===== src/rtl/multicycle_control.sv =====
// multicycle_control: sequencer for the 16-bit, 4-register multicycle MIPS
// datapath. It shares one ALU and one memory port across the fetch, decode,
// execute, memory and write-back steps. Outputs are decoded from the current
// state. The only exceptions are the mem_ready, op and zero qualified strobes.
module multicycle_control #(
   parameter logic [15:0] RESET_COUNT = 16'h0000
) (
   input  logic        clock,
   input  logic        reset_n,
   input  logic [3:0]  op,
   input  logic        zero,
   input  logic        mem_ready,
   output logic        pc_write,
   output logic        pc_src,
   output logic        ir_write,
   output logic        i_or_d,
   output logic        mem_read,
   output logic        mem_write,
   output logic        reg_write,
   output logic        reg_dst,
   output logic        mem_to_reg,
   output logic        alu_src_a,
   output logic [1:0]  alu_src_b,
   output logic [2:0]  alu_ctl,
   output logic [3:0]  state,
   output logic        instr_done,
   output logic [15:0] instr_count,
   output logic        illegal
);

   localparam logic [3:0] S_FETCH  = 4'd0;
   localparam logic [3:0] S_DECODE = 4'd1;
   localparam logic [3:0] S_EXEC_R = 4'd2;
   localparam logic [3:0] S_RWB    = 4'd3;
   localparam logic [3:0] S_ADDR   = 4'd4;
   localparam logic [3:0] S_MEMRD  = 4'd5;
   localparam logic [3:0] S_LWB    = 4'd6;
   localparam logic [3:0] S_MEMWR  = 4'd7;
   localparam logic [3:0] S_IWB    = 4'd8;
   localparam logic [3:0] S_BRANCH = 4'd9;
   localparam logic [3:0] S_TRAP   = 4'd10;

   localparam logic [2:0] ALU_ADD = 3'b010;
   localparam logic [2:0] ALU_SUB = 3'b110;
   localparam logic [2:0] ALU_AND = 3'b000;
   localparam logic [2:0] ALU_OR  = 3'b001;
   localparam logic [2:0] ALU_SLT = 3'b111;

   logic [3:0]  state_reg;
   logic [3:0]  state_next;
   logic [15:0] count_reg;
   logic        illegal_reg;

   // Strobes before the reset override is applied.
   logic pc_write_dec;
   logic ir_write_dec;
   logic mem_read_dec;
   logic mem_write_dec;
   logic reg_write_dec;
   logic instr_done_dec;

   // Next-state and output decode for every state.
   always_comb begin
      state_next     = state_reg;
      pc_write_dec   = 1'b0;
      ir_write_dec   = 1'b0;
      mem_read_dec   = 1'b0;
      mem_write_dec  = 1'b0;
      reg_write_dec  = 1'b0;
      instr_done_dec = 1'b0;
      pc_src         = 1'b0;
      i_or_d         = 1'b0;
      reg_dst        = 1'b0;
      mem_to_reg     = 1'b0;
      alu_src_a      = 1'b0;
      alu_src_b      = 2'b00;
      alu_ctl        = ALU_ADD;
      case (state_reg)
         S_FETCH: begin
            // PC + 2 is computed while the instruction is read.
            mem_read_dec = 1'b1;
            alu_src_b    = 2'b01;
            if (mem_ready) begin
               ir_write_dec = 1'b1;
               pc_write_dec = 1'b1;
               state_next   = S_DECODE;
            end
         end
         S_DECODE: begin
            // The branch target is computed speculatively into ALUOut.
            alu_src_b = 2'b11;
            case (op)
               4'b0000, 4'b0001, 4'b0010, 4'b0011, 4'b0111: state_next = S_EXEC_R;
               4'b0100, 4'b0101, 4'b0110:                   state_next = S_ADDR;
               4'b1000, 4'b1001:                            state_next = S_BRANCH;
               default:                                     state_next = S_TRAP;
            endcase
         end
         S_EXEC_R: begin
            alu_src_a = 1'b1;
            case (op)
               4'b0001: alu_ctl = ALU_SUB;
               4'b0010: alu_ctl = ALU_AND;
               4'b0011: alu_ctl = ALU_OR;
               4'b0111: alu_ctl = ALU_SLT;
               default: alu_ctl = ALU_ADD;
            endcase
            state_next = S_RWB;
         end
         S_RWB: begin
            reg_write_dec  = 1'b1;
            reg_dst        = 1'b1;
            instr_done_dec = 1'b1;
            state_next     = S_FETCH;
         end
         S_ADDR: begin
            alu_src_a = 1'b1;
            alu_src_b = 2'b10;
            case (op)
               4'b0100: state_next = S_IWB;
               4'b0101: state_next = S_MEMRD;
               4'b0110: state_next = S_MEMWR;
               // op changed under us: treat it as an illegal instruction.
               default: state_next = S_TRAP;
            endcase
         end
         S_MEMRD: begin
            mem_read_dec = 1'b1;
            i_or_d       = 1'b1;
            if (mem_ready) state_next = S_LWB;
         end
         S_LWB: begin
            reg_write_dec  = 1'b1;
            mem_to_reg     = 1'b1;
            instr_done_dec = 1'b1;
            state_next     = S_FETCH;
         end
         S_MEMWR: begin
            mem_write_dec = 1'b1;
            i_or_d        = 1'b1;
            if (mem_ready) begin
               instr_done_dec = 1'b1;
               state_next     = S_FETCH;
            end
         end
         S_IWB: begin
            reg_write_dec  = 1'b1;
            instr_done_dec = 1'b1;
            state_next     = S_FETCH;
         end
         S_BRANCH: begin
            alu_src_a      = 1'b1;
            alu_ctl        = ALU_SUB;
            pc_src         = 1'b1;
            instr_done_dec = 1'b1;
            pc_write_dec   = ((op == 4'b1000) && zero) || ((op == 4'b1001) && !zero);
            state_next     = S_FETCH;
         end
         S_TRAP: begin
            state_next = S_TRAP;
         end
         default: begin
            // Unused encodings fall into the trap rather than wander.
            state_next = S_TRAP;
         end
      endcase
   end

   // Reset kills every write and request immediately, including an outstanding memory access.
   assign pc_write   = pc_write_dec   & reset_n;
   assign ir_write   = ir_write_dec   & reset_n;
   assign mem_read   = mem_read_dec   & reset_n;
   assign mem_write  = mem_write_dec  & reset_n;
   assign reg_write  = reg_write_dec  & reset_n;
   assign instr_done = instr_done_dec & reset_n;

   assign state       = state_reg;
   assign instr_count = count_reg;
   assign illegal     = illegal_reg;

   // State register, retired-instruction counter and sticky trap flag.
   always_ff @(posedge clock) begin
      if (!reset_n) begin
         state_reg   <= S_FETCH;
         count_reg   <= RESET_COUNT;
         illegal_reg <= 1'b0;
      end else begin
         state_reg <= state_next;
         if (instr_done_dec) count_reg <= count_reg + 16'd1;
         if (state_next == S_TRAP) illegal_reg <= 1'b1;
      end
   end

endmodule


===== config.mk =====
export PLATFORM = sky130hd
export DESIGN_NAME = multicycle_control
export DESIGN_NICKNAME = d
export VERILOG_FILES = /design/src/rtl/multicycle_control.sv
export SDC_FILE = /design/constraint.sdc
export NUM_CORES = 1
export LEC_CHECK = 0
export CELL_PAD_IN_SITES_DETAIL_PLACEMENT = 0
export CELL_PAD_IN_SITES_GLOBAL_PLACEMENT = 1
export CORE_MARGIN = 5
export CORE_UTILIZATION = 36
export CTS_BUF_LIST = sky130_fd_sc_hd__clkbuf_4 sky130_fd_sc_hd__clkbuf_8
export DETAILED_ROUTE_END_ITERATION = 10
export GPL_TIMING_DRIVEN = 0
export PLACE_DENSITY = 0.95
export SETUP_SLACK_MARGIN = 0.5
export SLEW_MARGIN = 10
export SYNTH_ARGS = -nofsm -noshare
export SYNTH_HDL_FRONTEND = slang
export SYNTH_SLANG_ARGS = --single-unit

===== constraint.sdc =====
create_clock -name clock -period 4.9 [get_ports clock]
set_input_delay 0.49 -clock clock [delete_from_list [all_inputs] [get_ports clock]]
set_output_delay 0.49 -clock clock [all_outputs]
set_load 0.01 [all_outputs]

Word level (Yosys, flattened, before mapping)
Memory sizes are Yosys's and may differ from the RTL's. Index checks and enable logic that the tools add are counted. W data, S select, Z words.

$add $sub $neg: 1. Eq/ne operators: 19. Muxes and demuxes: 20. Bitwise logic cells: 6. Reduce and logical (&&, ||, !) cells: 10.

Operators by type and width (number): $eq A4 B3 Y1 const B (8); $pmux W4 S7 (1); $eq A4 B4 Y1 const B (5); $add A16 B1 Y16 const B (1); $eq A4 B2 Y1 const B (4); $mux W4 (3); $pmux W3 S4 (1); $pmux W4 S3 (1); $mux W1 (10); $eq A4 B1 Y1 const B (2); $and A1 B1 Y1 (6); $pmux W2 S3 (1); $pmux W3 S2 (1); $reduce_or A3 Y1 (2); $logic_not A4 Y1 (1); $pmux W1 S2 (2); $reduce_or A2 Y1 (2); $reduce_or A4 Y1 (1); $logic_and A1 B1 Y1 (2); $logic_not A1 Y1 (1); $logic_or A1 B1 Y1 (1).

Bits in registers: 21. Memory bits (read-only): 64. Output and inout bits: 37. Memories kept: 1.

Memories: (name not given) (depth 16, bits a word 4, read ports 1, clocked after Yosys merged registers in 0, write ports 0, RTL line 92) `case (op)`.

Depth between registers and ports, before layout
Word-level depth: 5. Mapped depth: 7. Mapped depth without buffers: 4.

Worst setup path before layout
No wires, ideal clock.

Path type: input-to-output. Start: input port op[1]. End: output port pc_write. Arrival: 1478 ps. Slack: 2932 ps. Cell stages on the path: 4. Path through: clkbuf_1 -> or3b_2 -> nor3_1 -> a31o_2.

Word-level cells in the longest chain between the ends: 5. Elaborated cells between the ends (all ways): 7. Those cells by class: eq/ne: 2; mux: 1; bitwise: 1; reduce/logical: 3.

RTL lines: start, declared (RTL line 10) `input logic [3:0] op,`; $eq A4 B4 Y1 (RTL line 156) `pc_write_dec = ((op == 4'b1000) && zero) || ((op == 4'b1001) && !zero);`; $logic_and A1 B1 Y1 (RTL line 156); $logic_or A1 B1 Y1 * (RTL line 156); $pmux W1 S2 * (RTL line 78) `case (state_reg)`; $and A1 B1 Y1 * (RTL line 170) `assign pc_write = pc_write_dec & reset_n;`; end, declared (RTL line 13) `output logic pc_write,`.

Every way passes the cells marked *; elsewhere a longest branch is shown, timed or not.

Worst setup path after layout
Start: input port mem_ready. End: output port instr_done.

Word-level cells in the longest chain between the ends: 3.

RTL lines: start, declared (RTL line 12) `input logic mem_ready,`; $mux W1 (RTL line 141) `if (mem_ready) begin`; $pmux W1 S2 (RTL line 78); $and A1 B1 Y1 (RTL line 175) `assign instr_done = instr_done_dec & reset_n;`; end, declared (RTL line 26) `output logic instr_done,`.

Every way passes these cells.

==> results <==
- The critical path goes through clkdlybuf4s50_1 -> nand3b_1 -> a32oi_1 -> buf_2 -> buf_4 -> nor2_1 -> clkdlybuf4s50_1.
- The TritonCTS clock tree is yes.
- The number of optimization iterations in the first detailed-route pass is 4.
- The headroom to the max-slew limit is around two thirds.
- The flow ran to the end, and the final reports show no timing, DRC or antenna violations.
- For this design, the sink count on the clock tree is 21.
- The final layout contains routed wiring with a total length of around 3600 um.
- The initial antenna violation count is 0.
- The number of slew-limit violations in the final report is 0.
- The number of filler instances in the final layout is approximately 380.
- The primary flip-flop cell chosen by synthesis mapping is sky130_fd_sc_hd__dfxtp_1.
- The number of hold buffers added after CTS is 0.
- Ranked by instance count, the synthesized netlist is headed by sky130_fd_sc_hd__dfxtp_1, sky130_fd_sc_hd__a21oi_1, sky130_fd_sc_hd__nor2_1, sky130_fd_sc_hd__nand2_1, sky130_fd_sc_hd__nand3_1.
- During synthesis, Yosys emitted a total of 0 warnings.
- In the synthesized netlist the async set-or-reset flop fraction comes to 0%.
- The die is just over 70 um tall.
- The critical register-to-register path endpoint is instr_count[1].
- The core region is about 3600 um^2.
- In this run the worst setup path begins at mem_ready.
- The register area share after synthesis is a little under a third.
- The starting DRC count in detailed routing is ~90.
- In the global route stage, overall resource usage came out at about 15%.
- The analysis attributes to cell leakage a power of ~0.62 nW.
- The number of cells on the worst reg-to-reg path is 7.
- The count of antenna diodes in the layout is 0.
- Among all stages on the critical path, the largest delay is contributed by sky130_fd_sc_hd__clkdlybuf4s50_1.
- The last weighted congestion value of the routability-driven placer is between 0.7 and 0.8.
- The path with the worst hold slack has its endpoint at instr_count[15].
- In this run the worst hold path is classified as reg2reg.
- Once the floorplan was initialized, standard cells occupied 37.09% of the core.
- The worst path uses between 50% and 60% of the clock period.
- The number of synthesized flops with an enable pin is 0.
- Ranked by total cell area, the synthesized netlist is headed by sky130_fd_sc_hd__dfxtp_1, sky130_fd_sc_hd__a21oi_1, sky130_fd_sc_hd__nand3_1.
- The largest net degree at the start of global routing is 13.
- The number of different library cells used by synthesis comes to between 40 and 50.
- In the routed layout, each cell is associated on average with a via count of roughly 5.5.
- The worst hold path begins at instr_count[15].
- The register-to-register path setup slack is between 3000 and 4000 ps.
- The total negative setup slack is 0 ps.
- Dividing total power by cell area gives a power density of roughly 220 nW/um^2.
- From left edge to right edge, the die measures between 70 and 80 um.
- The later pin in the worst-skew pair is clocked with a latency of approximately 260 ps.
- In this run the critical register-to-register path is launched from state[0].
- Dividing the detail-routed wire length by the instance count gives between 10 and 15 um.
- The detail route stage leaves a number of antenna-violating nets equal to 0.
- The root buffer cell chosen for the clock tree is sky130_fd_sc_hd__clkbuf_8.
- The most frequent cell on the critical path is sky130_fd_sc_hd__clkdlybuf4s50_1.
- In this design, the stage delay of the slowest critical-path cell is ~500 ps.
- Setup violations remaining at the end of the flow were counted as 0.
- The number of clock buffers added by TritonCTS is 3.
- The sum of internal, switching and leakage power is 0.4216 mW.
- The wire-length estimate of the detail-placed layout is between 2000 and 3000 um.
- The DRC violations left is 0.
- The final setup skew is between 2 and 3 ps.
- The maximum buffer depth of the clock tree is 2.
- 45 I/O pins were placed.
- Of the cells placed in the final design, the portion with a size suffix greater than 1 is between 6 and 7%.
- A synthesized cell averages approximately 7.9 um^2.
- The first global-routing pass estimated a little over 6000 um of wire.
- At the pin with the least slew margin, the transition time is 493.2 ps.
- The element type at the critical path end is an output pin.
- The leftover overflow at the end of global routing is 0.
- The shortest period the worst path allows is ~2900 ps.
- The worst setup path is launched from a primary input.
- The via count of the first global-routing pass is between 1000 and 1500.
- The combined area of all synthesized cells is between 1000 and 1500 um^2.
- The maximum clock rate is around 0.34 GHz.
- The cell with the most instances after synthesis is sky130_fd_sc_hd__dfxtp_1.
- The number of setup buffers added after CTS is 0.
- The area added between synthesis and finish is 39.09%.
- Setup repair after global routing left no endpoint under its margin.
- The total nets after synthesis is 180.
- The H-tree depth reported by CTS is 1.
- The routed layout has 1447 vias.
- The critical path arrival is between 2000 and 2500 ps.
- Input and output buffers added on the ports amount to 42.
- The clock transition at the registers of the reported paths is ~80 ps.
- The register with the most flip-flops in the layout has 16 of them.
- The number of maximum-capacitance violations is 0.
- The worst hold path cell count is 2.
- In the synthesized netlist, the number of instances is about 170.
- The layout net count is 227.
- The maximum vdd ir drop is between 0.00009 and 0.0001 V.
- The post-synthesis cell type with the largest combined area is sky130_fd_sc_hd__dfxtp_1.
- The number of hold violations in the final report is 0.
- After synthesis, the largest area contributor takes up a little under a third of total cell area.
- The flop and latch count out of synthesis is 21.
- The floorplan has 22 rows.
- The total die area is between 5000 and 6000 um^2.
- The kind of critical path is in2out.
- The critical path required time is 4410 ps.
- After clock tree synthesis, the repair step resized 0 gates.
- Along the worst path, the maximum fanout reaches 10.
==> worst max path at each step <==
stage | end | slack (ps)
2_1_floorplan | pc_write | 2930
3_3_place_gp | instr_done | 1990
3_5_place_dp | instr_done | 1970
4_1_cts | instr_done | 1960
5_1_grt | instr_done | 1820
6_report | instr_done | 1990
==> per-layer routing <==
| layer | global-route usage [%] | part of all wire [%] |
|---|---|---|
| met5 | 0 | 0 |
| met4 | 4.384 | 1.4 |
| met3 | 3.409 | 5.9 |
| met2 | 24.90 | 46 |
| met1 | 18.14 | 46 |
==> metrics by stage <==
| stage | instance area (um^2) | cells | hold WS (ps) | util [%] | setup slack (ps) |
|---|---|---|---|---|---|
| floorplan | 1348 | 171 | 486.3 | - | 2932 |
| global placement | 1828 | 261 | 459.2 | 50.31 | 1994 |
| detailed placement | 1828 | 261 | 466.2 | 50.31 | 1974 |
| CTS | 1874 | 265 | 476.0 | 51.58 | 1959 |
| global route | 1874 | 265 | 510.4 | 51.58 | 1818 |
| finish | 1874 | 265 | 473.9 | 51.58 | 1987 |
==> critical path: cells and delay by family <==
| family | cells | cell delay, ps |
|---|---|---|
| compound gates | 1 | 220 |
| buf+inv | 4 | 1450 |
| simple gates | 2 | 250 |
==> area by class of cell <==
type | instances | area (um^2) | share of cell area (%)
Inverter | 2 | 7.507 | 0.4005
Timing Repair Buffer | 42 | 420.4 | 22.43
Buffer | 15 | 70.07 | 3.738
Clock buffer | 3 | 41.29 | 2.203
Clock inverter | 1 | 5.005 | 0.2670
Multi-Input combinational cell | 133 | 849.6 | 45.33
Tap cell | 48 | 60.06 | 3.204
Sequential cell | 21 | 420.4 | 22.43
==> where the power goes <==
part	total (mW)	internal [mW]	switching, mW	leakage (nW)
Combinational	0.124	0.0591	0.0646	0.423
Sequential	0.182	0.176	0.00589	0.170
Clock	0.116	0.0567	0.0595	0.0255
==> cell families (layout without fill, tap and decap cells) <==
group                    count (synthesis)  in the layout  synth area share, %
AND/OR/NAND/NOR                         75             75                32.41
flip-flops                              21             21                31.20
XOR/XNOR                                 6              6                3.900
buffers and inverters                   17             63                5.756
multiplexers                             3              3                2.229
AO/OA/AOI/OAI                           48             48                23.58
adder cells (fa/ha/maj)                  1              1               0.9284
==> layout by cell type (no fill, tap or decap), drive strengths merged, types with 2 or more instances in the layout <==
cell type | Yosys | final
o21ai | 8 | 8
nor2 | 11 | 11
nand4b | 2 | 2
or3b | 2 | 2
clkbuf | 7 | 10
xnor2 | 3 | 3
nor4 | 4 | 4
nand2 | 9 | 9
and4 | 3 | 3
clkdlybuf4s50 | 0 | 42
dfxtp | 21 | 21
o31a | 2 | 2
o21a | 4 | 4
and3 | 2 | 2
or3 | 7 | 7
xor2 | 3 | 3
inv | 2 | 2
a21oi | 13 | 13
nor4b | 2 | 2
a22oi | 2 | 2
nor3 | 3 | 3
nand4 | 3 | 3
or4 | 4 | 4
buf | 8 | 8
o211ai | 2 | 2
a211oi | 2 | 2
nor2b | 3 | 3
mux2i | 3 | 3
nand3 | 9 | 9
nand2b | 6 | 6
a21o | 2 | 2
o31ai | 5 | 5
Power figures use the tool's default switching activity.
